--- src/rtl/reaction_timer.sv ---
// Drag-race reaction timer: measures green-to-launch time in ms as 4-digit BCD
// and flags a red-light foul when launch comes before green while staged.
module reaction_timer #(
    parameter int TICK_DIV = 50000
) (
    input  logic        CLOCK_50,
    input  logic        reset,
    input  logic        SL,
    input  logic        G,
    input  logic        launch,
    output logic [15:0] bcd,
    output logic        running,
    output logic        done,
    output logic        foul,
    output logic        over
);

    // state    | meaning
    // S_IDLE   | waiting for stage light, last result held
    // S_ARMED  | staged, waiting for green (launch here is a foul)
    // S_TIMING | green seen, counting ms until launch or 9999
    // S_DONE   | result captured (valid launch or saturated)
    // S_FOUL   | launch came before green
    typedef enum logic [2:0] {
        S_IDLE,
        S_ARMED,
        S_TIMING,
        S_DONE,
        S_FOUL
    } state_t;

    localparam int PW = (TICK_DIV > 1) ? $clog2(TICK_DIV) : 1;
    localparam logic [PW-1:0] TC = PW'(TICK_DIV - 1);

    state_t        r_state;
    state_t        w_state_nxt;
    logic          r_sync1;
    logic          r_sync2;
    logic          r_sync3;
    logic          r_launch_e;
    logic [PW-1:0] r_presc;
    logic [PW-1:0] w_presc_nxt;
    logic [15:0]   r_bcd;
    logic [15:0]   w_bcd_nxt;
    logic [15:0]   w_bcd_inc;
    logic          w_carry;
    logic          r_running;
    logic          w_running_nxt;
    logic          r_done;
    logic          w_done_nxt;
    logic          r_foul;
    logic          w_foul_nxt;
    logic          r_over;
    logic          w_over_nxt;
    logic          w_tick;

    assign w_tick = (r_presc == TC);

    // Decimal ripple increment: a digit at 9 wraps to 0 and carries on.
    always_comb begin
        w_bcd_inc = r_bcd;
        w_carry   = 1'b1;
        for (int i = 0; i < 4; i++) begin
            if (w_carry) begin
                if (r_bcd[4*i +: 4] == 4'd9) begin
                    w_bcd_inc[4*i +: 4] = 4'd0;
                end else begin
                    w_bcd_inc[4*i +: 4] = r_bcd[4*i +: 4] + 4'd1;
                    w_carry             = 1'b0;
                end
            end
        end
    end

    always_comb begin
        w_state_nxt   = r_state;
        w_presc_nxt   = r_presc;
        w_bcd_nxt     = r_bcd;
        w_running_nxt = r_running;
        w_done_nxt    = r_done;
        w_foul_nxt    = r_foul;
        w_over_nxt    = r_over;
        case (r_state)
            S_IDLE: begin
                if (SL) begin
                    w_state_nxt = S_ARMED;
                    w_bcd_nxt   = 16'h0000;
                    w_done_nxt  = 1'b0;
                    w_foul_nxt  = 1'b0;
                    w_over_nxt  = 1'b0;
                end
            end
            S_ARMED: begin
                if (r_launch_e && !G) begin
                    w_state_nxt = S_FOUL;
                    w_foul_nxt  = 1'b1;
                end else if (r_launch_e && G) begin
                    w_state_nxt = S_DONE;
                    w_bcd_nxt   = 16'h0000;
                    w_done_nxt  = 1'b1;
                end else if (G) begin
                    w_state_nxt   = S_TIMING;
                    w_presc_nxt   = '0;
                    w_running_nxt = 1'b1;
                end else if (!SL) begin
                    w_state_nxt = S_IDLE;
                end
            end
            S_TIMING: begin
                w_presc_nxt = w_tick ? '0 : r_presc + PW'(1);
                // Launch wins over a coincident tick so the frozen value is what the driver saw.
                if (r_launch_e) begin
                    w_state_nxt   = S_DONE;
                    w_running_nxt = 1'b0;
                    w_done_nxt    = 1'b1;
                end else if (w_tick) begin
                    if (r_bcd == 16'h9999) begin
                        w_state_nxt   = S_DONE;
                        w_running_nxt = 1'b0;
                        w_done_nxt    = 1'b1;
                        w_over_nxt    = 1'b1;
                    end else begin
                        w_bcd_nxt = w_bcd_inc;
                    end
                end
            end
            S_DONE, S_FOUL: begin
                if (!SL) begin
                    w_state_nxt = S_IDLE;
                end
            end
            default: w_state_nxt = S_IDLE;
        endcase
    end

    always_ff @(posedge CLOCK_50) begin
        if (reset) begin
            r_state    <= S_IDLE;
            r_sync1    <= 1'b0;
            r_sync2    <= 1'b0;
            r_sync3    <= 1'b0;
            r_launch_e <= 1'b0;
            r_presc    <= '0;
            r_bcd      <= 16'h0000;
            r_running  <= 1'b0;
            r_done     <= 1'b0;
            r_foul     <= 1'b0;
            r_over     <= 1'b0;
        end else begin
            r_state    <= w_state_nxt;
            r_sync1    <= launch;
            r_sync2    <= r_sync1;
            r_sync3    <= r_sync2;
            r_launch_e <= r_sync2 & ~r_sync3;
            r_presc    <= w_presc_nxt;
            r_bcd      <= w_bcd_nxt;
            r_running  <= w_running_nxt;
            r_done     <= w_done_nxt;
            r_foul     <= w_foul_nxt;
            r_over     <= w_over_nxt;
        end
    end

    assign bcd     = r_bcd;
    assign running = r_running;
    assign done    = r_done;
    assign foul    = r_foul;
    assign over    = r_over;

endmodule

--- config.mk ---
export PLATFORM = sky130hd
export DESIGN_NAME = reaction_timer
export DESIGN_NICKNAME = d
export VERILOG_FILES = /design/src/rtl/reaction_timer.sv
export SDC_FILE = /design/constraint.sdc
export NUM_CORES = 1
export LEC_CHECK = 0
export ABC_AREA = 1
export BUFFER_PORTS_ARGS = -buffer_cell sky130_fd_sc_hd__buf_2
export CORE_AREA = 2 2 62 88
export CTS_CLUSTER_DIAMETER = 80
export DETAILED_ROUTE_END_ITERATION = 10
export DIE_AREA = 0 0 64 90
export PLACE_DENSITY = 0.74
export SLEW_MARGIN = 20
export SYNTH_ARGS = -nofsm -noshare
export SYNTH_HDL_FRONTEND = slang
export SYNTH_SLANG_ARGS = --single-unit
--- constraint.sdc ---
create_clock -name CLOCK_50 -period 1.58 [get_ports CLOCK_50]
set_input_delay 0.237 -clock CLOCK_50 [delete_from_list [all_inputs] [get_ports CLOCK_50]]
set_output_delay 0.237 -clock CLOCK_50 [all_outputs]
set_load 0.01 [all_outputs]
## Word level (Yosys, flattened, before mapping)

Cells that the tools add are included.

- Bits in registers: 43
- Word-level logic and storage cells: 116
- Bits of input ports: 5
- Output and inout port bits: 20

- Reduce and logical (&&, ||, !) cells: 19
- $add $sub $neg: 5
- Eq/ne operators: 25
- Bitwise gates (word level): 2
- Mux-type cells: 51

Operators with widths:

| cell | count |
|---|---|
| 16-bit two-way mux | 10 |
| 16-bit one-hot mux with 3 select lines | 1 |
| 16-bit equality test (second input constant) | 2 |
| 16-bit one-hot mux with 2 select lines | 1 |
| 4-bit two-way mux | 7 |
| 3-bit two-way mux | 8 |
| 8-bit AND reduction | 3 |
| 2-bit != test (second input constant) | 10 |
| 1-bit two-way mux | 19 |
| 16-bit by 1-bit adder with 16-bit output (second input constant) | 1 |
| 4-bit by 1-bit adder with 4-bit output (second input constant) | 4 |
| 4-bit equality test (second input constant) | 4 |
| 3-bit one-hot mux with 4 select lines | 1 |
| 6-bit AND reduction | 2 |
| 7-bit AND reduction | 1 |
| 3-bit by 2-bit equality test with 1-bit output (second input constant) | 2 |
| 2-bit by 1-bit != test with 1-bit output (second input constant) | 3 |
| 3-bit != test (second input constant) | 2 |
| 1-bit one-hot mux with 2 select lines | 3 |
| 3-bit AND reduction | 2 |
| 2-bit nonzero test | 3 |
| 5-bit AND reduction | 1 |
| 4-bit AND reduction | 1 |
| 3-bit by 1-bit equality test with 1-bit output (second input constant) | 1 |
| 9 further kinds | 10 |

## Longest topological paths before layout

Gate-level depths: netlist (run 1).

- Depth after elaboration: 9
- Gate-level depth with buffers: 12
- Mapped depth without buffers: 12

## Worst setup path after synthesis (run 1)

Ideal clock, no wire load.

- Kind: reg2reg
- Start point: register r_bcd[0], in the netlist bcd[0]
- End point: register r_bcd[4], in the netlist bcd[4]
- Setup time: 113 ps
- Period minus slack after synthesis: 1,560 ps
- Arrival: 1,447 ps
- Cell stages (with the launch flop): 11
- Data required time: 1,467 ps
- Slack: 20 ps
- Path buffers: 0
- Path through: dfxtp_1 > ha_1 > nand2_1 > nor2_1 > nor2_1 > inv_1 > nand3_1 > nor2_4 > nand2_1 > nand2_1 > nor2_1

- Longest elaborated chain between the ends: 4
- Elaborated cells between the ends (all ways): 6
- Those cells by class: 4 x eq/ne; 1 x mux; 1 x reduce/logical

Ends and longest elaborated chain:

| item | RTL line | text |
|---|---|---|
| start, declared | 43 | `logic [15:0] r_bcd;` |
| start signal, assigned | 156 | `r_bcd <= w_bcd_nxt;` |
| 4-bit equality test | 65 | `if (r_bcd[4*i +: 4] == 4'd9) begin` |
| 1-bit two-way mux | 65 |  |
| 2-bit by 1-bit != test with 1-bit output (no source line) | n/a |  |
| 8-bit AND reduction (no source line) * | n/a |  |

Every way passes the cells marked *; elsewhere a longest branch is shown, timed or not.
A chain may end at the register's enable or synchronous reset.

## Worst setup path in the final report (run 1)

- Start point: register r_bcd[9], in the netlist bcd[9]
- End point: register r_state[0]

- Longest elaborated chain between the ends: 3

Ends and longest elaborated chain:

| item | RTL line | text |
|---|---|---|
| 16-bit equality test | 117 | `if (r_bcd == 16'h9999) begin` |
| 3-bit != test (no source line) | n/a |  |
| 3-bit AND reduction (no source line) | n/a |  |
| end signal, assigned | 150 | `r_state <= w_state_nxt;` |
| end, declared | 35 | `state_t r_state;` |

Every way passes these cells.

==> run_results.csv, run 1 <==
group,metric,value,unit
timing,layout_min_cycle_time,1.56,ns
cells_and_area,area_delta_synth_final,28.9,%
timing,maxSlewViolCount,0,
power,p_seq_share,36.6,%
power,total_power,3.47,mW
timing,setup_viol,0,
cells_and_area,regArea,885,um^2
power,vdd_ir_drop_max,0.670,mV
synthesis,synthSimpleGateAreaFrac,40.9,%
cts,htreeDepth,2,
routing,vias,2686,
routing,drc,0,
timing,timing.final.crit_share,99.0,%
synthesis,synth_area_leaders,"dfxtp_1 33%, nand2_1 13%, nor2_1 9.4%",
synthesis,ys_seq_elements,43,
synthesis,synth_xor_area_share,2.03,%
cts,insertion_delay,0.30,ns
floorplanning,fp.dieW,64,um
floorplanning,coreArea,5000,um^2
setup_path,cp_max_fo,4,
timing,fin_skew,0.00510,ns
global_route,antenna_found_initial,0,
routing,viasPerCell,5.22,
place,port_buffers,24,
floorplanning,ioPinCount,25,
power,clkPwrFrac,26.3,%
routing,dr.pass1.iters,4,
cells_and_area,multiInputGateArea,1620,um^2
routing,wl_per_cell,12.6,um
floorplanning,die-area,5760,um^2
routing,drt_iter0_drc,189,
setup_path,crit_family,"simple AND/OR/NAND/NOR gates",
cts,clkTransAtPathRegs,0.08,ns
cts,cts_tree,"yes",
cells_and_area,nets,462,
timing,hold_viol,0,
power,p_sw,1.24,mW
cells_and_area,drive_above_1_share,32.7,%
setup_path,cp_slowest_cell,"dfxtp_2",
timing,rsz0062_at_grt,"yes",
place,dp_hpwl,4.48,mm
cells_and_area,insertedDiodeCount,0,
cts,clk_path_buf_depth,2,
cts,cts.hold.buffers_added,0,
setup_path,cp-start-kind,"flip-flop",
routing,routed_wl,6.51,mm
synthesis,synth_cell_type_count,32,
timing,worstMarginPinSlew,0.542,ns
floorplanning,die_y,90,um
global_route,grt_pass1_wl,10.4,mm
timing,max_freq,0.640,GHz
synthesis,synth-compound-area-share,9.84,%
synthesis,yosys_warnings,0,
synthesis,syn_nets,405,
cts,cts_made_buffers,5,
power,switching_share,35.8,%
setup_path,crit_chain,"inv_1, ha_2, nand3_2, nor2_2, nand2_1, nand3_1, nand4_1, a21oi_1",
global_route,grt_usage,22.1,%
power,leakagePower,1.45,nW
status,status,"finished clean",
timing,relSlewSlack,63.8,%
global_route,grt_overflow,0,
routing,postRouteAntennaNets,0,
global_route,grt_max_degree,22,
synthesis,synthAdderAreaFrac,4.36,%
floorplanning,start_util,51.6,%
synthesis,synth_top_cell_by_area,"dfxtp_1",
cts,cts_root_buf,"clkbuf_8",
synthesis,synth_mux_area_share,0,%
hold_path,hold_class,"input pin to flip-flop",
setup_path,cp.buffers_inverters,1,
synthesis,synth_top_area_share,33.3,%
setup_path,required,1.81,ns
power,p_per_area,1040,nW/um^2
floorplanning,row_count,31,
setup_path,arrival,1.79,ns
timing,final.setup.tns,0,ns
synthesis,synth_cells,391,
power,pwr-share-comb,37.1,%
synthesis,syn_area_per_cell,6.60,um^2
setup_path,cpPeakStageDelay,0.32,ns
cells_and_area,fillers,414,
setup_path,path_class,"flip-flop to flip-flop",
cts,clock_sinks,43,
global_route,grt_pass1_vias,2464,
synthesis,synth_top_family_by_area,"simple AND/OR/NAND/NOR gates",
power,p_int,2.23,mW
setup_path,crit_path_end_kind,"flip-flop",
place,globalplace.congestion,0.902,
flow_run,cap_violations,0,
synthesis,ys_seq_area_share,33.3,%
synthesis,synth_area,2580,um^2
## logic make-up (layout without fill, tap and decap cells)
family,after synthesis,after routing
simple gates,228,228
compound gates,45,45
fa+ha+maj,9,9
xor+xnor,6,6
flops,43,43
buf+inv,60,118
## cell usage after synthesis, drive strengths merged
cell type	number
nand2	99
nor2	73
inv	54
dfxtp	43
nand3	34
a21oi	24
o21ai	16
ha	9
nand4	9
nor3	7
buf	5
nor4	3
xnor2	3
xor2	3
a211oi	2
o211ai	2
or2	2
a31o	1
clkbuf	1
nor3b	1
## per-layer routing
metal,routed length [um],track usage (%),vias up
li1,-,-,1359
met2,3500,40.0,53
met5,0,0,-
met1,2580,24.1,1253
met3,202,3.00,21
met4,224,12.1,0
## worst register-to-register path: cells and delay by family (launching register included)
kind	cells	cell delay, ns
buffers and inverters	1	0.05
AND/OR/NAND/NOR	5	0.74
AO/OA/AOI/OAI	1	0.20
adder cells (fa/ha/maj)	1	0.19
flip-flops	1	0.32
## per-stage QoR
step,utilization [%],hold slack [ns],setup slack (ns),instance area [um^2],std cells
after global routing,66.5,0.165,-0.0638,3330,515
final,66.5,0.136,0.0164,3330,515
after global placement,58.5,0.378,0.0194,2930,498
after CTS,61.2,0.146,0.00169,3060,506
after detailed placement,58.5,0.380,-0.0305,2930,498
after floorplan,-,0.344,0.0204,2580,391
## cells in the final DEF (no fill, tap or decap), types with 3 or more instances in the layout
cell      netlist  routed
buf_4           1      28
nand2_2         7      19
nand3_1        31      23
nor4_1          3       3
nor2_4          6      10
o21ai_1         3       9
ha_1            9       6
xor2_1          3       3
dfxtp_4         0       3
clkbuf_8        0       6
xnor2_1         3       3
dfxtp_1        43      30
nor3_1          7       6
nand3_2         1       9
nor2_1         65      58
nor2_2          2       5
inv_1          45      43
a21oi_1        22      21
nand4_1         9       9
nand2_1        91      78
o21ai_0        13       7
buf_2           2      24
inv_2           9       6
inv_4           0       5
dfxtp_2         0      10
## path summary, 6_finish.rpt
path	startpoint	to	slack, ns	depth (start not counted)
min reg2reg	r_sync3	r_launch_e	0.40	1
min	launch	r_sync1	0.14	3
max	bcd[9]	r_state[0]	0.02	8
max reg2reg	bcd[9]	r_state[0]	0.02	8
## cell type report
type	instances	share of cell area, %
multi-input cells	288	48.7
flip-flops and latches	43	26.6
repair buffers	56	12.2
inverters	54	6.47
clock buffers	6	2.48
well taps	66	2.48
clock inverters	2	1.05
## power groups by stage
stage          Clock (mW)  Sequential (mW)  Combinational, mW
4_1_cts             0.908             1.26               1.11
5_1_grt             0.951             1.28               1.43
3_5_place_dp            0             1.28               1.10
6_report            0.914             1.27               1.29
2_1_floorplan           0             1.36              0.664
3_3_place_gp            0             1.28               1.08
## flip-flops by register name (all words and copies together), names as in the netlist
signal,flops
bcd,16
r_presc,16
r_state,3
done,1
foul,1
over,1
r_launch_e,1
r_sync1,1
r_sync2,1
r_sync3,1
running,1
## timing repair
action	CTS	global route
resized for setup	5	65
setup buffers	0	8
setup endpoints to repair	8	29
cloned	0	1
pin swaps	3	30
Note: power is estimated with default switching activity, not from simulation.
==> inputs of run 2 (changes only) <==
--- a/config.mk
+++ b/config.mk
@@ -7,11 +7,13 @@
 export LEC_CHECK = 0
 export ABC_AREA = 1
 export BUFFER_PORTS_ARGS = -buffer_cell sky130_fd_sc_hd__buf_2
-export CORE_AREA = 2 2 62 88
+export CORE_AREA = 5 5 65 91
 export CTS_CLUSTER_DIAMETER = 80
 export DETAILED_ROUTE_END_ITERATION = 10
-export DIE_AREA = 0 0 64 90
+export DIE_AREA = 0 0 70 96
+export GPL_TIMING_DRIVEN = 0
 export PLACE_DENSITY = 0.74
+export SETUP_SLACK_MARGIN = 0.2
 export SLEW_MARGIN = 20
 export SYNTH_ARGS = -nofsm -noshare
 export SYNTH_HDL_FRONTEND = slang
==> run 2 against run 1 <==
  * Combinational power increased by 12%
  * Wire length is 13% higher
  * Sequential power rose by 5%
  * Maximum frequency rose by 0.32%
  * Non-clock buffer count increased by 8
  * Cell count is 1.7% higher
  * Highest routed layer unchanged
==> run_results.csv, run 2 (synthesis gave the netlist of run 1 again) <==
group,metric,value,unit
floorplanning,start_util,51.2,%
routing,wl_per_cell,14.1,um
setup_path,endpoint,"bcd[2]",
cells_and_area,layout_common_cells,"72 x nand2_1, 53 x nor2_1, 35 x inv_1, 33 x buf_4, 25 x buf_2",
setup_path,worstReg2RegStart,"r_state[0]",
floorplanning,coreArea,5040,um^2
cells_and_area,fillers,380,
routing,routed_wl,7.37,mm
setup_path,cpPeakStageDelay,0.34,ns
flow_run,cap_violations,0,
cells_and_area,final_common_cell,"nand2_1",
global_route,antenna_found_initial,0,
setup_path,cpMostUsedCell,"buf_4",
cells_and_area,area_delta_synth_final,40.2,%
setup_path,crit_chain,"inv_4, nand2_4, nor2_4, inv_2, buf_4, buf_4, nor4_1, nand2_2, a21oi_2",
cells_and_area,regArea,911,um^2
timing,relSlewSlack,61.1,%
setup_path,crit_path_start,"r_state[0]",
routing,drt_iter0_drc,123,
place,dp_hpwl,4.48,mm
cts,insertion_delay,0.31,ns
setup_path,cp.buffers_inverters,4,
setup_path,cp_slowest_cell,"dfxtp_2",
power,vdd_ir_drop_max,0.670,mV
timing,hold_viol,0,
cts,htreeDepth,2,
place,pre_cts_ws,-0.00285,ns
cts,clk_path_buf_depth,2,
cells_and_area,multiInputGateArea,1860,um^2
cts,clock_sinks,43,
cells_and_area,nets,471,
cts,cts_made_buffers,5,
setup_path,path_class,"flip-flop to flip-flop",
hold_path,min_path_cells,3,
setup_path,crit_path_end_kind,"flip-flop",
timing,timing.final.crit_share,98.6,%
hold_path,hold_class,"input pin to flip-flop",
routing,drc,0,
setup_path,rr_worst_depth,9,
setup_path,required,1.82,ns
floorplanning,die_y,96,um
place,globalplace.congestion,0.895,
setup_path,crit_cells,9,
setup_path,worst-r2r-setup-slack,0.02,ns
power,leakagePower,1.50,nW
cts,clkTransAtPathRegs,0.09,ns
timing,layout_min_cycle_time,1.56,ns
floorplanning,fp.dieW,70,um
global_route,grt_pass1_vias,2600,
routing,vias,2806,
floorplanning,row_count,31,
timing,maxSlewViolCount,0,
global_route,grt_pass1_wl,11.3,mm
timing,max_freq,0.642,GHz
setup_path,arrival,1.80,ns
timing,rsz0062_at_grt,"yes",
global_route,grt_overflow,0,
cts,cts_root_buf,"clkbuf_8",
floorplanning,ioPinCount,25,
cells_and_area,drive_above_1_share,44.5,%
timing,worstMarginPinSlew,0.583,ns
floorplanning,die-area,6720,um^2
timing,final.setup.tns,0,ns
routing,viasPerCell,5.35,
cells_and_area,insertedDiodeCount,0,
setup_path,cp_max_fo,4,
routing,dr.pass1.iters,4,
timing,fin_skew,0.0127,ns
setup_path,crit_family,"simple AND/OR/NAND/NOR gates",
global_route,grt_max_degree,13,
cts,cts_tree,"yes",
setup_path,cp-start-kind,"flip-flop",
status,status,"finished clean",
power,p_per_area,982,nW/um^2
setup_path,r2r-end,"bcd[2]",
timing,setup_viol,0,
global_route,grt_usage,20.9,%
routing,postRouteAntennaNets,0,
place,port_buffers,24,
timing,fin_ws,0.0214,ns
run 2: cell count changes in the layout (fill, tap and decap cells not counted), sizes merged:
| cell | before | now |
|---|---|---|
| buf | 55 | 62 |
| clkbuf | 7 | 10 |
| bufinv | 1 | 0 |
| clkinv | 1 | 0 |
| clkinvlp | 0 | 1 |
run 2: how the worst min path moves through the flow:
stage,slack (ns),endpoint,start
after floorplan,0.34,r_sync1,launch
after global placement,0.38,r_launch_e,r_sync3
after detailed placement,0.39,r_launch_e,r_sync3
after CTS,0.13,r_sync1,launch
after global routing,0.17,r_sync1,launch
final,0.14,r_sync1,launch
run 2: timing repair:
action | CTS | global route
buffers inserted | 28 | 6
pin swaps | 24 | 22
setup endpoints to repair | 30 | 35
hold buffers | 0 | 0
resized for setup | 43 | 65
gates cloned | 1 | 0
run 2: tightest hold or removal path, cell delays in order:
cell	delay, ns
buf_2	0.07
inv_1	0.03
nor2_1	0.06
run 2: through the flow:
step	util, %	power (mW)	hold WS [ns]	instances	instance area, um^2
6_report	71.8	3.55	0.136	524	3620
5_1_grt	71.8	3.76	0.169	524	3620
4_1_cts	66.2	3.40	0.134	518	3340
3_5_place_dp	57.2	2.36	0.393	481	2880
3_3_place_gp	57.2	2.33	0.381	481	2880
2_1_floorplan	-	2.09	0.344	391	2680
run 2: cell type report:
type / instances / area share (%)
Multi-Input combinational cell: 288 / 51.5
Buffer: 6 / 1.38
Sequential cell: 43 / 25.2
Timing Repair Buffer: 58 / 10.8
Timing Repair inverter: 1 / 0.207
Clock buffer: 8 / 2.76
Tap cell: 66 / 2.28
Inverter: 54 / 5.94
run 2: power by group:
part | internal [mW] | leakage, nW | switching [mW] | total (mW)
registers | 1.21 | 0.363 | 0.121 | 1.33
logic | 0.606 | 1.09 | 0.829 | 1.44
clock network | 0.399 | 0.0515 | 0.387 | 0.786
total | 2.22 | 1.50 | 1.34 | 3.55
run 2: per-layer routing:
layer | vias up | share of wire [%] | track usage, %
li1 | 1377 | - | -
met1 | 1329 | 37 | 20.8
met2 | 76 | 56 | 42.4
met3 | 24 | 3.9 | 3.34
met4 | 0 | 3.5 | 8.79
met5 | - | 0 | 0
==> inputs of run 3 (changes only) <==
--- a/config.mk
+++ b/config.mk
@@ -11,7 +11,6 @@
 export CTS_CLUSTER_DIAMETER = 80
 export DETAILED_ROUTE_END_ITERATION = 10
 export DIE_AREA = 0 0 70 96
-export GPL_TIMING_DRIVEN = 0
 export PLACE_DENSITY = 0.74
 export SETUP_SLACK_MARGIN = 0.2
 export SLEW_MARGIN = 20
==> run 3 against run 2 <==
  * Combinational power rose by 10%
  * Largest cell class unchanged
  * Register-to-register slack worse by 0.02 ns
  * Global-route usage is 0.56 points higher
  * Highest routed layer unchanged
  * Clock power down 12%
  * Critical path type unchanged
  * Critical endpoint is now bcd[1]
  * Maximum frequency down 0.98%
==> run_results.csv, run 3 (synthesis gave the netlist of run 1 again) <==
group,metric,value,unit
status,status,"finished clean",
setup_path,cp_max_fo,3,
routing,routed_wl,7.93,mm
cts,insertion_delay,0.30,ns
routing,drc,0,
power,p_seq_share,36.8,%
power,vdd_ir_drop_max,0.573,mV
global_route,grt_usage,21.5,%
hold_path,hold_class,"input pin to flip-flop",
cells_and_area,insertedDiodeCount,0,
routing,drt_iter0_drc,185,
setup_path,cp-start-kind,"flip-flop",
timing,hold_viol,0,
cts,clkTransAtPathRegs,0.09,ns
place,dp_cells,493,
power,clkPwrFrac,19.2,%
place,placed_cell_area,2970,um^2
power,pwr-share-comb,44.0,%
setup_path,cp_slowest_cell,"dfxtp_2",
flow_run,cap_violations,0,
hold_path,min_path_cells,3,
routing,postRouteAntennaNets,0,
timing,final.setup.tns,0,ns
place,globalplace.congestion,0.890,
cts,cts_root_buf,"clkbuf_8",
setup_path,rr_worst_depth,8,
setup_path,arrival,1.77,ns
setup_path,path_class,"flip-flop to flip-flop",
setup_path,cpMostUsedCell,"nand3_2",
cts,clock_sinks,43,
cts,cts_made_buffers,5,
floorplanning,coreArea,5040,um^2
global_route,grt_max_degree,17,
routing,viasPerCell,5.36,
power,p_sw,1.40,mW
place,dp_hpwl,4.66,mm
timing,fin_skew,0.0133,ns
global_route,grt_overflow,0,
floorplanning,row_count,31,
place,pre_cts_ws,0.00555,ns
power,leakagePower,1.65,nW
cts,clk_path_buf_depth,2,
setup_path,cpPeakStageDelay,0.36,ns
routing,dr.pass1.iters,5,
cells_and_area,layoutNonFillerInstCount,544,
setup_path,crit_path_end_kind,"flip-flop",
routing,vias,2916,
timing,worstMarginPinSlew,0.432,ns
timing,whs,0.140,ns
global_route,grt_pass1_vias,2722,
cts,htreeDepth,2,
cells_and_area,layout_common_cells,"75 x nand2_1, 54 x buf_4, 53 x nor2_1, 36 x inv_1, 24 x buf_2",
timing,rsz0062_at_grt,"yes",
floorplanning,ioPinCount,25,
floorplanning,start_util,51.2,%
timing,maxSlewViolCount,0,
power,p_int,2.22,mW
timing,relSlewSlack,71.2,%
global_route,antenna_found_initial,0,
cells_and_area,area_delta_synth_final,47.4,%
setup_path,crit_chain,"ha_4, nand3_4, nor2_4, nand3_2, nand2_2, nand3_2, o21ai_1, nor2_1",
routing,wl_per_cell,14.6,um
cts,cts_tree,"yes",
timing,timing.final.crit_share,99.6,%
timing,fin_ws,0.00602,ns
power,switching_share,38.6,%
cells_and_area,final_common_cell,"nand2_1",
power,p_per_area,950,nW/um^2
floorplanning,fp.dieW,70,um
cells_and_area,fin_util,75.5,%
timing,max_freq,0.635,GHz
global_route,grt_pass1_wl,11.6,mm
place,port_buffers,24,
floorplanning,die-area,6720,um^2
timing,layout_min_cycle_time,1.57,ns
cells_and_area,drive_above_1_share,45.8,%
timing,setup_viol,0,
cells_and_area,nets,491,
floorplanning,die_y,96,um
setup_path,required,1.78,ns
cells_and_area,final_area,3810,um^2
power,total_power,3.62,mW
==> run 3: timing repair <==
action,in CTS,in global routing
resized for setup,47,72
hold buffers,0,0
setup endpoints to repair,33,35
pin swaps,30,35
gates cloned,1,0
setup buffers,31,11
==> run 3: final cells by class <==
| cell class | count | area, um^2 |
|---|---|---|
| multi-input cells | 288 | 1910 |
| fillers | 343 | 1230 |
| flip-flops and latches | 43 | 902 |
| repair buffers | 84 | 601 |
| inverters | 54 | 225 |
| well taps | 66 | 82.6 |
| clock buffers | 8 | 80.1 |
| repair inverters | 1 | 7.51 |
==> run 3: final timing paths <==
path              startpoint          to  slack [ns]
setup / recovery  r_presc[0]      bcd[1]       0.006
hold / removal        launch     r_sync1        0.14
setup reg to reg  r_presc[0]      bcd[1]       0.006
hold reg to reg      r_sync3  r_launch_e        0.39
==> run 3: power by group through the flow <==
| stage | combinational [mW] | clock (mW) | sequential (mW) |
|---|---|---|---|
| floorplan | 0.696 | 0 | 1.39 |
| global placement | 0.999 | 0 | 1.36 |
| detailed placement | 1.02 | 0 | 1.37 |
| CTS | 1.34 | 0.701 | 1.32 |
| global route | 1.74 | 0.750 | 1.35 |
| finish | 1.59 | 0.692 | 1.33 |
==> run 3: per-layer routing <==
layer / vias up / GRT usage [%] / share of wire (%)
met5: - / 0 / 0
met4: 0 / 12.6 / 6.3
li1: 1420 / - / -
met2: 84 / 42.7 / 56
met1: 1370 / 20.7 / 35
met3: 42 / 3.34 / 3.5
==> run 3: worst max-delay path, delay by kind of cell (launching register included) <==
family                     cells  cell delay (ns)
AOI/OAI and AO/OA              1             0.23
adders and majority gates      1             0.16
DFF                            1             0.36
and+or+nand+nor                6             0.74
